--- src/rtl/mips_ppl_pkg.sv ---
// Shared constants for the MIPS pipeline: requester indices and default
// register-bank widths used by the write-port arbiter.
package mips_ppl_pkg;

    localparam int REQ_ALU        = 0;
    localparam int REQ_LOAD       = 1;
    localparam int REQ_MULDIV     = 2;

    localparam int B_REG_DEFAULT  = 32;
    localparam int B_SEL_DEFAULT  = 5;
    localparam int N_REQ_DEFAULT  = 3;

    // Pointer width for an nReq-entry round-robin ring (never zero bits).
    function automatic int ptrWidth(input int nReq);
        return (nReq > 1) ? $clog2(nReq) : 1;
    endfunction

endpackage

--- src/rtl/regbank_write_arbiter_rr_picker.sv ---
// Combinational round-robin picker: one-hot grant to the first valid index
// at or after the pointer, wrapping from nREQ-1 back to 0.
module rr_picker
    import mips_ppl_pkg::*;
#(
    parameter int nREQ = N_REQ_DEFAULT,
    parameter int bPTR = ptrWidth(N_REQ_DEFAULT)
) (
    input  logic [nREQ-1:0] valid,
    input  logic [bPTR-1:0] pointer,
    output logic [nREQ-1:0] grant
);

    always_comb begin
        automatic int idx;
        automatic logic found;
        grant = '0;
        found = 1'b0;
        idx   = 0;
        for (int k = 0; k < nREQ; k++) begin
            idx = int'(pointer) + k;
            if (idx >= nREQ) idx = idx - nREQ;
            if (!found && valid[idx]) begin
                grant[idx] = 1'b1;
                found      = 1'b1;
            end
        end
    end

endmodule

--- src/rtl/regbank_write_arbiter.sv ---
// Round-robin arbiter in front of the register-bank write port.
// Optional per-requester grant counters: define REGBANK_ARB_STATS_EN.
module regbank_write_arbiter
    import mips_ppl_pkg::*;
#(
    parameter int bREG = B_REG_DEFAULT,
    parameter int bSEL = B_SEL_DEFAULT,
    parameter int nREQ = N_REQ_DEFAULT
) (
    input  logic                 clock,
    input  logic                 reset,
    input  logic [nREQ-1:0]      req_valid,
    input  logic [nREQ*bSEL-1:0] req_sel,
    input  logic [nREQ*bREG-1:0] req_data,
    output logic [nREQ-1:0]      req_ready,
    input  logic                 flush,
    output logic                 enWriteReg,
    output logic [bSEL-1:0]      selWriteReg,
    output logic [bREG-1:0]      WriteData
`ifdef REGBANK_ARB_STATS_EN
    ,
    output logic [nREQ*16-1:0]   grant_count
`endif
);

    localparam int bPTR = ptrWidth(nREQ);

    logic [bPTR-1:0] rrPtr;
    logic [bPTR-1:0] rrNext;
    logic [nREQ-1:0] grant;
    logic [bPTR-1:0] grantIdx;
    logic [bSEL-1:0] grantSel;
    logic [bREG-1:0] grantData;
    logic            xfer;

    rr_picker #(
        .nREQ (nREQ),
        .bPTR (bPTR)
    ) picker (
        .valid   (req_valid),
        .pointer (rrPtr),
        .grant   (grant)
    );

    // Reset and flush both mask the grant so nothing transfers in those cycles.
    assign req_ready = (reset && !flush) ? grant : '0;
    assign xfer      = |req_ready;

    always_comb begin
        grantIdx  = '0;
        grantSel  = '0;
        grantData = '0;
        for (int i = 0; i < nREQ; i++) begin
            if (grant[i]) begin
                grantIdx  = bPTR'(i);
                grantSel  = req_sel[i*bSEL +: bSEL];
                grantData = req_data[i*bREG +: bREG];
            end
        end
    end

    assign rrNext = (grantIdx == bPTR'(nREQ - 1)) ? '0 : grantIdx + bPTR'(1);

    // Writes to register 0 are consumed but never reach the bank.
    always_ff @(posedge clock) begin
        if (!reset) begin
            enWriteReg  <= 1'b0;
            selWriteReg <= '0;
            WriteData   <= '0;
            rrPtr       <= '0;
        end else begin
            enWriteReg <= 1'b0;
            if (xfer) begin
                rrPtr <= rrNext;
                if (grantSel != '0) begin
                    enWriteReg  <= 1'b1;
                    selWriteReg <= grantSel;
                    WriteData   <= grantData;
                end
            end
        end
    end

`ifdef REGBANK_ARB_STATS_EN
    logic [15:0] grantCnt [nREQ];

    always_ff @(posedge clock) begin
        if (!reset) begin
            for (int i = 0; i < nREQ; i++) grantCnt[i] <= '0;
        end else begin
            for (int i = 0; i < nREQ; i++) begin
                if (req_ready[i] && grantCnt[i] != 16'hFFFF)
                    grantCnt[i] <= grantCnt[i] + 16'd1;
            end
        end
    end

    for (genvar g = 0; g < nREQ; g++) begin : gCount
        assign grant_count[g*16 +: 16] = grantCnt[g];
    end
`endif

endmodule

--- config.mk ---
export PLATFORM = sky130hd
export DESIGN_NAME = regbank_write_arbiter
export DESIGN_NICKNAME = d
export VERILOG_FILES = /design/src/rtl/mips_ppl_pkg.sv /design/src/rtl/regbank_write_arbiter_rr_picker.sv /design/src/rtl/regbank_write_arbiter.sv
export SDC_FILE = /design/constraint.sdc
export NUM_CORES = 1
export LEC_CHECK = 0
export ABC_AREA = 1
export CAP_MARGIN = 40
export CORE_ASPECT_RATIO = 0.6
export CORE_MARGIN = 3
export CORE_UTILIZATION = 41
export CTS_CLUSTER_SIZE = 14
export DETAILED_ROUTE_END_ITERATION = 10
export GPL_ROUTABILITY_DRIVEN = 0
export PLACE_DENSITY = 0.86
export SLEW_MARGIN = 15
export SYNTH_ARGS = -nofsm -noshare
export SYNTH_HDL_FRONTEND = slang
export SYNTH_SLANG_ARGS = --single-unit
--- constraint.sdc ---
create_clock -name clock -period 6.75 [get_ports clock]
set_input_delay 1.35 -clock clock [delete_from_list [all_inputs] [get_ports clock]]
set_output_delay 1.35 -clock clock [all_outputs]
set_load 0.05 [all_outputs]
Yosys cells after proc, flatten, opt, wreduce, memory -nomap -nowiden. Index checks and enable logic that the tools add are counted.

Register bits: 40. Word-level logic and storage cells: 69.

Add/sub/neg operators: 6. $lt $le $gt $ge: 9. Equal/unequal tests: 1. Mux-type cells: 34. Bitwise gates (word level): 2. Reductions and logical operators: 13.

Operators with widths (number): $mux W32 (6); $ge A32 B1 Y1 const B (3); $lt A32 B4 Y1 const B (3); $ge A32 B3 Y1 const B (2); $sub A32 B3 Y32 const B (2); $mux W5 (3); $mux W1 (13); $mux W3 (4); $bmux W1 S2 (3); $demux W1 S2 (3); $logic_and A1 B1 Y1 (6); $or A3 B3 Y3 (2); $reduce_bool A5 Y1 (1); $mux W2 (2); $reduce_and A2 Y1 (2); $add A2 B1 Y3 const B (1); $add A2 B2 Y3 const B (1); $logic_not A1 Y1 (3); $reduce_or A3 Y1 (1); $sub A2 B2 Y3 const B (1); $add A2 B1 Y2 const B (1); $eq A2 B2 Y1 const B (1); $ge A2 B2 Y1 const B (1).

Depth between registers and ports, before layout.
Word-level depth: 17. Depth in mapped cells: 22. Depth with buffers taken out: 20.

Modules after synthesis. Synthesis repeated with hierarchy kept, for this count alone.

Cells, all modules: 457. Area, all modules: 2765.2 um2.

Modules (own cells, without submodules): regbank_write_arbiter (instances 1, cells an instance 415, area an instance 2532.4 um2, sequential area each 800.8 um2); rr_picker (instances 1, cells an instance 42, area an instance 232.7 um2, sequential area each 0.0 um2).

Worst setup path after synthesis. No wires, ideal clock.

Kind: input port to output port. From: in req_valid[1]. To: out req_ready[1]. Arrival time: 2.689 ns. Required time: 5.400 ns. Setup slack: 2.711 ns. Stages: 9. Path buffers: 0. Cells stage by stage: nand2_1 > nand2_2 > nand2_1 > nand2_1 > nor2_2 > nand2_1 > nand3_4 > inv_1 > nor2_1.

Word-level cells in the longest chain between the ends: 11.

RTL lines: start, declared (line regbank_write_arbiter.sv:12) `input logic [nREQ-1:0] req_valid,`; $bmux W1 S2 (line regbank_write_arbiter_rr_picker.sv:23) `if (!found && valid[idx]) begin`; $mux W1 (not written as such) (2 in series) (line regbank_write_arbiter_rr_picker.sv:23); $mux W1 (line regbank_write_arbiter_rr_picker.sv:23); $logic_not A1 Y1 (line regbank_write_arbiter_rr_picker.sv:23); $logic_and A1 B1 Y1 (line regbank_write_arbiter_rr_picker.sv:23); $mux W1 (line regbank_write_arbiter_rr_picker.sv:23); $logic_not A1 Y1 (line regbank_write_arbiter_rr_picker.sv:23); $logic_and A1 B1 Y1 (line regbank_write_arbiter_rr_picker.sv:23); $mux W3 (*) (line regbank_write_arbiter_rr_picker.sv:23); $mux W3 (*) (line regbank_write_arbiter.sv:46) `assign req_ready = (reset && !flush) ? grant : '0;`; end, declared (line regbank_write_arbiter.sv:15) `output logic [nREQ-1:0] req_ready,`.

Every way passes the cells marked *; elsewhere a longest branch is shown, timed or not. The select of a mux whose other input is x is not followed.

Final worst setup path.
From: in req_valid[2]. To: out req_ready[2].

Same word-level chain as after synthesis.

==> qor.yml <==
status: "finished clean"
ctsHoldBuffers: 0
tightestPinTransition_ps: 571
finalCritPeriodShare_pct: 76.6
ys_types: 28
die_h_um: 68.9
grt_pass1_wl_mm: 14.1
p_per_area_nw_per_um2: 416
routedWlPerCell_um: 13.9
fin_setup_tns_ps: 0
cts_buffer_depth: 2
cts.sinks: 40
p_switching_uw: 969
reg2reg_depth: 16
port-buffer-count: 157
drtPass1Iterations: 5
grt_max_degree: 53
drc: 0
num_io_pins: 158
power_uw: 1810
p_clk_share_pct: 9.1
hold_depth: 2
synth-async-reset-ratio_pct: 0
ys_ff_latch: 40
path_buf_inv: 5
fill_cells: 543
clk_latency_ps: 280
setup_violations: 0
drv_slew: 0
clock.fmax_ghz: 0.193
start_util_pct: 43.3
cts_resized: 0
drtIter0Drc: 225
grt_antenna_before_repair: 0
critPathKind: "input pin to output port"
synth_warnings: 0
finalCriticalPeriod_ps: 5170
ys.flop_type: "dfxtp_1"
p_int_uw: 840
drive_gt1_share_pct: 5.86
post-dp-hpwl_mm: 7.12
crit_slowest_cell: "clkdlybuf4s50_1"
areaGrowthSynthToFinish_pct: 61.1
critical_path_required_ps: 5400
avgSynthCellArea_um2: 6.20
design.core.area_um2: 6250
synth_edf_count: 0
seq_area_frac_synth_pct: 29.6
cp.depth: 11
cp-end-kind: "output port"
power_frac_comb_pct: 71.4
syn_nets: 557
grt_pass1_vias: 2880
cp.arrival_ps: 3820
cts_buffers: 5
start_kind: "input pin"
maxCapViolCount: 0
p_leak_uw: 0.00190
utilization_pct: 69.7
crit_family: "buffers and inverters"
ant_nets: 0
relSlewSlack_pct: 61.8
cts_tree: "yes"
clockRootBuffer: "clkbuf_8"
drt-total-wl_mm: 9.22
track_usage_pct: 22.9
rsz0062_at_grt: "false"
clock_skew_ps: 9.46
synthCells: 436
antenna_cells: 0
power_frac_seq_pct: 19.4
rows: 22
vias_per_cell: 4.98
switching_share_pct: 53.6
hold_path.class: "flip-flop to flip-flop"
die_area_um2: 7630
cts.clk_slew.worst_paths_ps: 80
synth.cell_area_um2: 2700
post-cts-setup-buffer-count: 0
worstPathMaxFanout: 39
max-vdd-ir-drop_uv: 306
cp_cell_sequence: "clkdlybuf4s50_1 > nand3_2 > inv_1 > a21oi_4 > nand2_1 > nor2_2 > inv_2 > nand2_4 > nand2_1 > inv_1 > clkdlybuf4s50_1"
hold_violations: 0
nets: 700
htreeDepth: 2
die_w_um: 111
critPathMaxStageDelay_ps: 800
routed-via-count: 3310
grt_overflow: 0
==> cell usage after synthesis (2+ instances only) <==
library cell / count / area share [%]
nand3_2: 2 / 0.74
a21oi_2: 4 / 1.3
nand2_2: 5 / 1.2
nand4_1: 2 / 0.46
clkbuf_1: 4 / 0.56
a21oi_1: 44 / 8.1
buf_6: 7 / 2.9
nand2_1: 131 / 18
nand3b_1: 2 / 0.56
nor2_1: 52 / 7.2
o21ai_0: 8 / 1.5
buf_2: 11 / 2.0
inv_1: 40 / 5.6
ha_1: 4 / 1.9
a22o_1: 12 / 3.9
nand3_1: 50 / 9.3
buf_4: 2 / 0.56
dfxtp_1: 40 / 30
nor2_2: 4 / 0.93
inv_2: 4 / 0.56
==> flip-flops by register name, summed over array words and instances (netlist names) <==
register,flops
WriteData,32
selWriteReg,5
rrPtr,2
enWriteReg,1
==> stage by stage <==
step,setup WS [ps],cells,hold WS [ps],area [um^2]
after floorplan,2710,436,503,2700
after global placement,1670,655,461,4240
after detailed placement,1600,656,471,4260
after CTS,1600,664,488,4350
after global routing,1420,664,505,4350
final,1580,664,485,4350
==> tightest hold or removal path, delay by kind of cell (launching register included) <==
family           cells  cell delay (ps)
AO/OA/AOI/OAI        1               40
AND/OR/NAND/NOR      1               80
flip-flops           1              330
==> kinds of logic (layout without fill, tap and decap cells) <==
group	count (synthesis)	count (layout)	synth area share, %
buffers and inverters	69	213	12.3
AND/OR/NAND/NOR	252	252	40.2
AO/OA/AOI/OAI	71	71	16.0
flip-flops	40	40	29.6
adder cells (fa/ha/maj)	4	4	1.85
==> cell type report <==
cell class                 count  area [um^2]  share of cell area, %
clock buffer                   8         90.1                   2.07
sequential                    40          801                   18.4
timing repair buffer         161         1610                   37.1
multi-input combinational    327         1580                   36.3
tap                           84          105                   2.41
inverter                      44          165                   3.79
==> power groups by stage <==
stage / combinational, uW / clock, uW / sequential [uW]
after floorplan: 722 / 0 / 598
after global placement: 1240 / 0 / 351
after detailed placement: 1290 / 0 / 356
after CTS: 1290 / 168 / 351
after global routing: 1410 / 180 / 361
final: 1290 / 165 / 351
==> cells in the final DEF, fill, tap and decap left out, drive strengths merged <==
cell type,instances
a21oi,49
a22o,12
a22oi,1
buf,4
clkbuf,8
clkdlybuf4s50,157
dfxtp,40
ha,4
inv,44
nand2,137
nand3,53
nand3b,2
nand4,2
nor2,57
nor4,1
o21ai,8
o31ai,1
==> path summary, 6_finish.rpt <==
| check | from | endpoint | slack, ps |
|---|---|---|---|
| setup / recovery | req_valid[2] | req_ready[2] | 1580 |
| hold / removal | WriteData[25] | WriteData[25] | 490 |
| setup reg to reg | rrPtr[0] | WriteData[10] | 3380 |
| hold reg to reg | WriteData[25] | WriteData[25] | 490 |
==> per-layer routing <==
metal | routed length (um) | global-route usage [%] | share of wire [%]
met5 | 0 | 0 | 0
met4 | 73 | 4.30 | 0.79
met3 | 634 | 6.36 | 6.9
met2 | 4370 | 37.8 | 47
met1 | 4150 | 30.8 | 45
Power figures use the tool's default switching activity.
